## config.mk

```make
export PLATFORM = sky130hd
export DESIGN_NAME = traffic_timer_bank
export DESIGN_NICKNAME = d
export VERILOG_FILES = /design/src/rtl/traffic_timer_bank.sv
export SDC_FILE = /design/constraint.sdc
export NUM_CORES = 1
export LEC_CHECK = 0
export CAP_MARGIN = 15
export CORE_MARGIN = 4
export CORE_UTILIZATION = 56
export DETAILED_ROUTE_END_ITERATION = 8
export GPL_ROUTABILITY_DRIVEN = 0
export PLACE_DENSITY = 0.76
export SLEW_MARGIN = 5
export SYNTH_ARGS = -nofsm -noshare
export SYNTH_HDL_FRONTEND = slang
export SYNTH_SLANG_ARGS = --single-unit
```

## constraint.sdc

```tcl
create_clock -name clk -period 2.2 [get_ports clk]
set_input_delay 0.22 -clock clk [delete_from_list [all_inputs] [get_ports clk]]
set_output_delay 0.22 -clock clk [all_outputs]
set_load 0.1 [all_outputs]
```

## src/rtl/traffic_timer_bank.sv

```systemverilog
// Three independent restartable second-timers (T_LONG, T_MID, T_SHORT) sharing one tick divisor.
// done outputs are registered; a restart wins over a coincident expiry; there is no backpressure.

module traffic_timer_channel #(
  parameter int TICK_DIV = 50000000,
  parameter int T        = 60
) (
  input  logic clk,
  input  logic reset_n,
  input  logic en,
  input  logic restart,
  output logic done
);

  localparam int SUB_W = (TICK_DIV > 1) ? $clog2(TICK_DIV) : 1;
  localparam logic [SUB_W-1:0] SUB_MAX = SUB_W'(TICK_DIV - 1);
  localparam logic [5:0]       SEC_T   = 6'(T);

  typedef enum logic {COUNTING, EXPIRED} state_t;

  state_t           state, state_nxt;
  logic [SUB_W-1:0] sub_cnt, sub_cnt_nxt;
  logic [5:0]       sec_cnt, sec_cnt_nxt;
  logic             done_nxt;
  logic [5:0]       sec_inc;

  assign sec_inc = sec_cnt + 6'd1;

  always_ff @(posedge clk or negedge reset_n) begin
    if (!reset_n) begin
      state   <= COUNTING;
      sub_cnt <= '0;
      sec_cnt <= '0;
      done    <= 1'b0;
    end else begin
      state   <= state_nxt;
      sub_cnt <= sub_cnt_nxt;
      sec_cnt <= sec_cnt_nxt;
      done    <= done_nxt;
    end
  end

  always_comb begin
    state_nxt   = state;
    sub_cnt_nxt = sub_cnt;
    sec_cnt_nxt = sec_cnt;
    done_nxt    = done;
    if (restart) begin
      // Restart is honoured even while disabled or expired, and beats expiry.
      state_nxt   = COUNTING;
      sub_cnt_nxt = '0;
      sec_cnt_nxt = '0;
      done_nxt    = 1'b0;
    end else if (en && state == COUNTING) begin
      if (sub_cnt == SUB_MAX) begin
        sub_cnt_nxt = '0;
        sec_cnt_nxt = sec_inc;
        if (sec_inc == SEC_T) begin
          done_nxt  = 1'b1;
          state_nxt = EXPIRED;
        end
      end else begin
        sub_cnt_nxt = sub_cnt + SUB_W'(1);
      end
    end
  end

endmodule

module traffic_timer_bank #(
  parameter int TICK_DIV = 50000000,
  parameter int T_LONG   = 60,
  parameter int T_MID    = 50,
  parameter int T_SHORT  = 10
) (
  input  logic clk,
  input  logic reset_n,
  input  logic timer_en,
  input  logic timer_reset_60,
  input  logic timer_reset_50,
  input  logic timer_reset_10,
  output logic timer_done_60,
  output logic timer_done_50,
  output logic timer_done_10
);

  traffic_timer_channel #(.TICK_DIV(TICK_DIV), .T(T_LONG)) u_ch_60 (
    .clk     (clk),
    .reset_n (reset_n),
    .en      (timer_en),
    .restart (timer_reset_60),
    .done    (timer_done_60)
  );

  traffic_timer_channel #(.TICK_DIV(TICK_DIV), .T(T_MID)) u_ch_50 (
    .clk     (clk),
    .reset_n (reset_n),
    .en      (timer_en),
    .restart (timer_reset_50),
    .done    (timer_done_50)
  );

  traffic_timer_channel #(.TICK_DIV(TICK_DIV), .T(T_SHORT)) u_ch_10 (
    .clk     (clk),
    .reset_n (reset_n),
    .en      (timer_en),
    .restart (timer_reset_10),
    .done    (timer_done_10)
  );

endmodule

```

### Word-level counts from Yosys, hierarchy flattened

Index checks and enable logic that the tools add are counted.

* output and inout bits: 3
* bits of input ports: 6
* word-level logic and storage cells: 72
* register bits after elaboration: 99

* add/subtract/negate cells: 6
* equal/unequal tests: 6
* reduce and logical (&&, ||, !) cells: 18
* muxes and demuxes: 30
* bitwise gates (word level): 3

Operator list (count)
* $mux 26: 9
* $add 26x1->26 const B: 3
* $eq 26x26->1 const B: 3
* $mux 6: 9
* $add 6x1->6 const B: 3
* $reduce_bool 2->1: 9
* $eq 6x6->1 const B: 2
* $mux 1: 12
* $reduce_and 3->1: 3
* $eq 6x4->1 const B: 1
* $reduce_and 2->1: 3
* $logic_and 1x1->1: 3
* $not 1->1: 3

### Depth between registers and ports, before layout

Gate-level depths: netlist (run 1).

* depth in word-level cells: 6
* mapped depth: 7
* depth with buffers taken out: 6

### Hierarchy

A second synthesis (run 1) with hierarchy kept.

* cells, all modules: 617
* area total of the unflattened synthesis: 5765.5 um2

Modules (own cells, without submodules)
* traffic_timer_channel (u_ch_10): area an instance 2030.7 um2, times used 1, cells each 231, seq. area each 825.8 um2
* traffic_timer_channel (u_ch_60): area an instance 1874.3 um2, times used 1, cells each 193, seq. area each 825.8 um2
* traffic_timer_channel (u_ch_50): area an instance 1860.5 um2, times used 1, cells each 193, seq. area each 825.8 um2

### Worst setup path after synthesis (run 1)

OpenSTA, ideal clock, no wires.

* path kind: register to register
* start: register u_ch_10.state
* end: register u_ch_10.sub_cnt[23]
* required time: 2.079 ns
* stages on the path, launching flop included: 6
* setup slack: -0.289 ns
* path buffers: 0
* arrival: 2.368 ns
* setup time: 0.121 ns
* clock period less this slack: 2.489 ns
* cells stage by stage: dfrtp_1 nand2b_1 a2111oi_2 or4b_1 xor2_1 nor2_1

* word-level cells in the longest chain between the ends: 3

RTL lines
* start: declaration: line 21 `state_t state, state_nxt;`
* start signal: assignment: line 36 `state <= state_nxt;`
* $not 1->1: line 54 `end else if (en && state == COUNTING) begin`
* $logic_and 1x1->1: line 54
* $reduce_bool 2->1 (no source line)
* end signal: assignment: line 37 `sub_cnt <= sub_cnt_nxt;`
* end: declaration: line 22 `logic [SUB_W-1:0] sub_cnt, sub_cnt_nxt;`

Every way passes these cells.
A chain may end at the register's enable or synchronous reset.

### Worst setup path in the final report (run 1)

* start: register u_ch_10.sub_cnt[24]
* end: register u_ch_10.sub_cnt[25]

* word-level cells in the longest chain between the ends: 4
* elaborated cells between the ends (all ways): 5
* classes of those cells: add/sub (1); eq/ne (1); mux (3)

RTL lines
* $add 26x1->26 or $eq 26x26->1 (tied branches): line 63, 55
* $mux 26 (*): line 55 `if (sub_cnt == SUB_MAX) begin`
* $mux 26 (*): line 54
* $mux 26 (*): line 48 `if (restart) begin`

Mark *: on every way between the ends. The rest lies on a longest branch, timed or not. The select of a mux whose other input is x is not followed.

==> impl_metrics.json, run 1 <==
{
  "nFillCells": 729,
  "antenna_found_initial": 0,
  "row_count": 35,
  "n_antenna_cell": 0,
  "final_cell_mix": "dfrtp_1, nor2_1, nand2_1, buf_4, xnor2_1",
  "overflow": 0,
  "arrival_ns": 2.52,
  "synthArstFlopShare_pct": 100,
  "vias": 4426,
  "cts_max_level": 3,
  "cp-start-kind": "flip-flop",
  "clk_pin_slew_ns": 0.10,
  "yosysWarnings": 0,
  "fp.dieW_um": 106,
  "fin_hold_ws_ns": 0.339,
  "final_common_cell": "dfrtp_1",
  "start_util_pct": 58.1,
  "cts_buffers": 9,
  "nets": 645,
  "grt_usage_pct": 22.5,
  "remaining_drc_errors": 0,
  "critical_path.endpoint_type": "flip-flop",
  "core_um2": 9330,
  "wl_um": 12000,
  "avgSynthCellArea_um2": 9.41,
  "crit_fanout": 5,
  "port_buffers": 8,
  "dieArea_um2": 11300,
  "clock_latency_ns": 0.38,
  "setup_viol": 15,
  "dp_hpwl_um": 8350,
  "slew_headroom_pct": 62.2,
  "vias_per_cell": 5.79,
  "drive_above_1_share_pct": 17.0,
  "violations": "negative setup slack",
  "netlist_instances": 576,
  "setup_slack_ns": -0.0435,
  "cts_buffer_depth": 2,
  "vdd_drop_max_v": 0.000405,
  "grt_pass1_vias": 4440,
  "status": "finished, violations left",
  "hp-class": "input port to asynchronous set/reset pin",
  "grt_max_degree": 39,
  "netlist_area_um2": 5420,
  "first_pass_iters": 4,
  "synth_edf_count": 0,
  "ys_seq_elements": 99,
  "die_h_um": 106,
  "rsz0062_at_grt": "yes",
  "layout_min_cycle_time_ns": 2.24,
  "finalHoldViolCount": 0,
  "fmax_mhz": 446,
  "path_class": "flip-flop to flip-flop",
  "max-cap-violations": 0,
  "placed_area_um2": 5960,
  "syn_nets": 590,
  "required_ns": 2.48,
  "worst_pin_slew_ns": 0.564,
  "cts_tree": "yes",
  "finClkSkew_ns": 0.0112,
  "grt_pass1_wl_um": 20700,
  "drtIter0Drc": 234,
  "cts.sinks": 99,
  "cts-root-buf": "clkbuf_8",
  "io_pins": 9,
  "power_leakage_nw": 2.59,
  "drt.antenna.violating_nets": 0,
  "layout-area-overhead-vs-synth_pct": 15.6,
  "place_ws_ns": -0.167,
  "design_area_um2": 6260,
  "ys_types": 67,
  "synth_ff_type": "dfrtp_1",
  "timing.final.crit_share_pct": 102,
  "seq_area_frac_synth_pct": 45.7,
  "power_density_nw_per_um2": 518,
  "maxSlewViolCount": 0,
  "wl_per_cell_um": 15.7,
  "finalPower_mw": 3.25
}
## cell usage after synthesis, drive strengths merged, types with 3 or more instances
| master | instances | area (um^2) |
|---|---|---|
| nor4 | 20 | 131 |
| o22a | 4 | 35.0 |
| or3 | 7 | 45.1 |
| xnor2 | 44 | 385 |
| a211oi | 3 | 27.5 |
| clkbuf | 12 | 55.1 |
| nand4 | 21 | 131 |
| nand2b | 5 | 31.3 |
| nor3 | 16 | 91.3 |
| or4 | 4 | 30.0 |
| nand3 | 30 | 150 |
| inv | 15 | 56.3 |
| dfrtp | 99 | 2480 |
| or2 | 4 | 25.0 |
| nand4b | 3 | 26.3 |
| nor2 | 98 | 368 |
| and3 | 17 | 109 |
| nor3b | 3 | 22.5 |
| nand2 | 49 | 184 |
| xor2 | 27 | 236 |
| o21ai | 11 | 55.1 |
| a31oi | 3 | 18.8 |
| a21oi | 8 | 40.0 |
| and4 | 7 | 62.6 |
| o211ai | 5 | 51.3 |
| ha | 8 | 100 |
| nor4b | 4 | 41.3 |
| nor2b | 8 | 50.1 |
| buf | 4 | 32.5 |
## timing repair
item | 4_1_cts | 5_1_grt
pin swaps | 0 | 8
endpoints found under the setup margin | 28 | 25
hold buffers | 1 | 0
resized for setup | 3 | 16
cloned | 0 | 1
endpoints found under the hold margin | 35 | 0
setup buffers | 2 | 0
## power breakdown
group	switching [mW]	internal, mW	total [mW]
Sequential	0.0137	1.83	1.84
Combinational	0.117	0.0699	0.187
Clock	0.658	0.557	1.21
## stage by stage
stage	util, %	instances	setup TNS [ns]
2_1_floorplan	-	576	-0.121
4_1_cts	66.5	764	-0.0309
6_report	67.2	765	-0.186
3_3_place_gp	63.9	745	-0.781
5_1_grt	67.2	765	-1.97
3_5_place_dp	63.9	745	-1.70
## final timing paths
kind                            cells after the start                 from  slack (ns)             endpoint
worst min-delay path                                2              reset_n        0.34   u_ch_50.sec_cnt[4]
max in group asynchronous                           3              reset_n        1.11         u_ch_60.done
worst max register to register                      5  u_ch_10.sub_cnt[24]       -0.04  u_ch_10.sub_cnt[25]
worst min register to register                      1   u_ch_10.sub_cnt[0]        0.53   u_ch_10.sub_cnt[0]
worst max-delay path                                5  u_ch_10.sub_cnt[24]       -0.04  u_ch_10.sub_cnt[25]
min in group clk                                    1   u_ch_10.sub_cnt[0]        0.53   u_ch_10.sub_cnt[0]
## flip-flops by register name, summed over array words and instances (netlist names)
register / cells
u_ch_50.sub_cnt: 26
u_ch_60.sub_cnt: 26
u_ch_10.sec_cnt: 6
u_ch_50.done: 1
u_ch_60.sec_cnt: 6
u_ch_50.sec_cnt: 6
u_ch_60.done: 1
u_ch_10.sub_cnt: 26
u_ch_10.state: 1
## per-layer routing
metal	track usage (%)	part of all wire, %	wire length, um	vias up
met2	37.6	50	6010	74
met5	0	0	0	-
li1	-	-	-	2141
met3	4.43	3.3	396	16
met4	6.75	1.4	165	0
met1	29.6	45	5410	2195
## kinds of logic after synthesis
group	share of synthesized area, %
flops	45.7
buf+inv	2.65
xor+xnor	11.5
mux	0.600
fa+ha+maj	1.85
simple gates	29.5
compound gates	8.26
## final cells by class
type                            count  area, um^2  area share (%)
Multi-Input combinational cell    446        2860            45.7
Sequential cell                    99        2480            39.6
Timing Repair Buffer               60         503            8.03
Tap cell                          129         161            2.58
Clock buffer                       10         138            2.20
Clock inverter                      6        63.8            1.02
Inverter                           15        56.3           0.899
## worst max-delay path, cell delays in order (launching register included)
cell and delay [ns]:
dfrtp_1 0.39, or4bb_1 0.49, or4_4 0.59, o211ai_4 0.24, and4b_1 0.23, o22a_1 0.20
No activity file was read; power rests on OpenSTA's default activity.
==> run 2, diff against run 1 <==
--- a/config.mk
+++ b/config.mk
@@ -11,6 +11,7 @@
 export DETAILED_ROUTE_END_ITERATION = 8
 export GPL_ROUTABILITY_DRIVEN = 0
 export PLACE_DENSITY = 0.76
+export REMOVE_ABC_BUFFERS = 1
 export SLEW_MARGIN = 5
 export SYNTH_ARGS = -nofsm -noshare
 export SYNTH_HDL_FRONTEND = slang
==> impl_metrics.json, run 2 (synthesis gave the netlist of run 1 again) <==
{
  "status": "finished, violations left",
  "violations": "negative setup slack",
  "worstRegToRegCells": 5,
  "finalPower_mw": 3.25,
  "max-cap-violations": 0,
  "crit_chain": "or4bb_1 > or4_4 > o211ai_4 > and4b_1 > o22a_1",
  "remaining_drc_errors": 0,
  "grt_usage_pct": 22.1,
  "path_class": "flip-flop to flip-flop",
  "grt_pass1_vias": 4397,
  "vdd_drop_max_v": 0.000326,
  "grt_pass1_wl_um": 20700,
  "vias_per_cell": 5.89,
  "clk_pin_slew_ns": 0.11,
  "first_pass_iters": 5,
  "crit_family": "simple AND/OR/NAND/NOR gates",
  "vias": 4541,
  "power_leakage_nw": 2.61,
  "fin_util_pct": 68.2,
  "finClkSkew_ns": 0.0173,
  "overflow": 0,
  "cts_tree": "yes",
  "crit_slowest_cell": "or4_4",
  "cp-start-kind": "flip-flop",
  "timing.final.crit_share_pct": 104,
  "slew_headroom_pct": 66.5,
  "layout_min_cycle_time_ns": 2.30,
  "layout-area-overhead-vs-synth_pct": 17.5,
  "maxSlewViolCount": 0,
  "power_density_nw_per_um2": 511,
  "antenna_found_initial": 0,
  "cts.sinks": 99,
  "crit_fanout": 6,
  "dp_hpwl_um": 8410,
  "nets": 651,
  "cts_buffers": 9,
  "cts-root-buf": "clkbuf_8",
  "place_ws_ns": -0.188,
  "drive_above_1_share_pct": 18.7,
  "wl_per_cell_um": 15.7,
  "start_util_pct": 58.1,
  "drt.antenna.violating_nets": 0,
  "critical_path.endpoint_type": "flip-flop",
  "finalHoldViolCount": 0,
  "worstPathBufferInverterCount": 0,
  "core_um2": 9330,
  "row_count": 35,
  "cts_buffer_depth": 2,
  "fmax_mhz": 435,
  "setup_viol": 17,
  "reg_top3": "u_ch_10.sub_cnt: 26 flops, u_ch_50.sub_cnt: 26 flops, u_ch_60.sub_cnt: 26 flops",
  "wl_um": 12100,
  "clock_latency_ns": 0.37,
  "grt_max_degree": 39,
  "drtIter0Drc": 301,
  "setup_slack_ns": -0.0988,
  "hp-class": "input port to asynchronous set/reset pin",
  "die_h_um": 106,
  "cts_max_level": 3,
  "port_buffers": 8,
  "fp.dieW_um": 106,
  "crit_path_max_incr_delay_ns": 0.60,
  "rsz0062_at_grt": "yes",
  "dieArea_um2": 11300,
  "critical_path_depth": 5,
  "arrival_ns": 2.57,
  "fin_hold_ws_ns": 0.248,
  "io_pins": 9,
  "n_antenna_cell": 0,
  "final_cell_mix": "dfrtp_1, nor2_1, buf_4",
  "required_ns": 2.47,
  "final_common_cell": "dfrtp_1",
  "worst_pin_slew_ns": 0.501
}
-- run 2: final timing paths --
| path | slack, ns | start | endpoint |
|---|---|---|---|
| setup reg to reg | -0.1 | u_ch_10.sub_cnt[9] | u_ch_10.sub_cnt[25] |
| max in group asynchronous | 1.36 | reset_n | u_ch_50.sub_cnt[2] |
| hold / removal | 0.25 | reset_n | u_ch_10.sec_cnt[0] |
| setup / recovery | -0.1 | u_ch_10.sub_cnt[9] | u_ch_10.sub_cnt[25] |
| hold reg to reg | 0.53 | u_ch_10.sub_cnt[0] | u_ch_10.sub_cnt[0] |
| min in group clk | 0.53 | u_ch_10.sub_cnt[0] | u_ch_10.sub_cnt[0] |
-- run 2: per-layer routing --
metal	part of all wire (%)	wire (um)	GRT usage (%)	vias to the layer above
li1	-	-	-	2169
met1	46	5540	29.9	2241
met2	50	6010	35.9	111
met3	3.7	449	4.13	20
met4	1.2	140	7.40	0
met5	0	0	0	-
-- run 2: final cells by class --
cell class                 count  area, um^2
fill                         728        2960
multi-input combinational    446        2910
clock buffer                  10         128
clock inverter                 6        73.8
inverter                      15        56.3
sequential                    99        2480
timing repair buffer          66         564
tap                          129         161
-- run 2: power by group --
group          internal (mW)  switching (mW)
logic                 0.0729           0.122
clock network          0.541           0.671
registers               1.83          0.0143
total                   2.45           0.807
-- run 2: through the flow --
| stage | TNS [ns] | cells | instance area (um^2) |
|---|---|---|---|
| floorplan | -7.02 | 560 | 5330 |
| global route | -2.48 | 771 | 6370 |
| CTS | -1.51 | 766 | 6220 |
| finish | -0.569 | 771 | 6370 |
| global placement | -1.50 | 744 | 5940 |
| detailed placement | -2.89 | 744 | 5940 |
-- run 2: worst reg2reg max path, cell delays in order (launching register included) --
cell,delay [ns]
dfrtp_1,0.40
or4bb_1,0.50
or4_4,0.60
o211ai_4,0.29
and4b_1,0.23
o22a_1,0.19
-- run 2: what timing repair did --
item	4_1_cts	5_1_grt
resized for setup	9	31
setup endpoints to repair	31	33
cloned	1	0
buffers inserted	4	6
hold endpoints to repair	18	0
pin swaps	13	18
hold buffers	1	0
==> run 3, diff against run 2 <==
--- a/config.mk
+++ b/config.mk
@@ -5,6 +5,7 @@
 export SDC_FILE = /design/constraint.sdc
 export NUM_CORES = 1
 export LEC_CHECK = 0
+export ABC_AREA = 0
 export CAP_MARGIN = 15
 export CORE_MARGIN = 4
 export CORE_UTILIZATION = 56
==> results of run 3 <==
Final layout, timing and power as in run 2 (identical DEF).
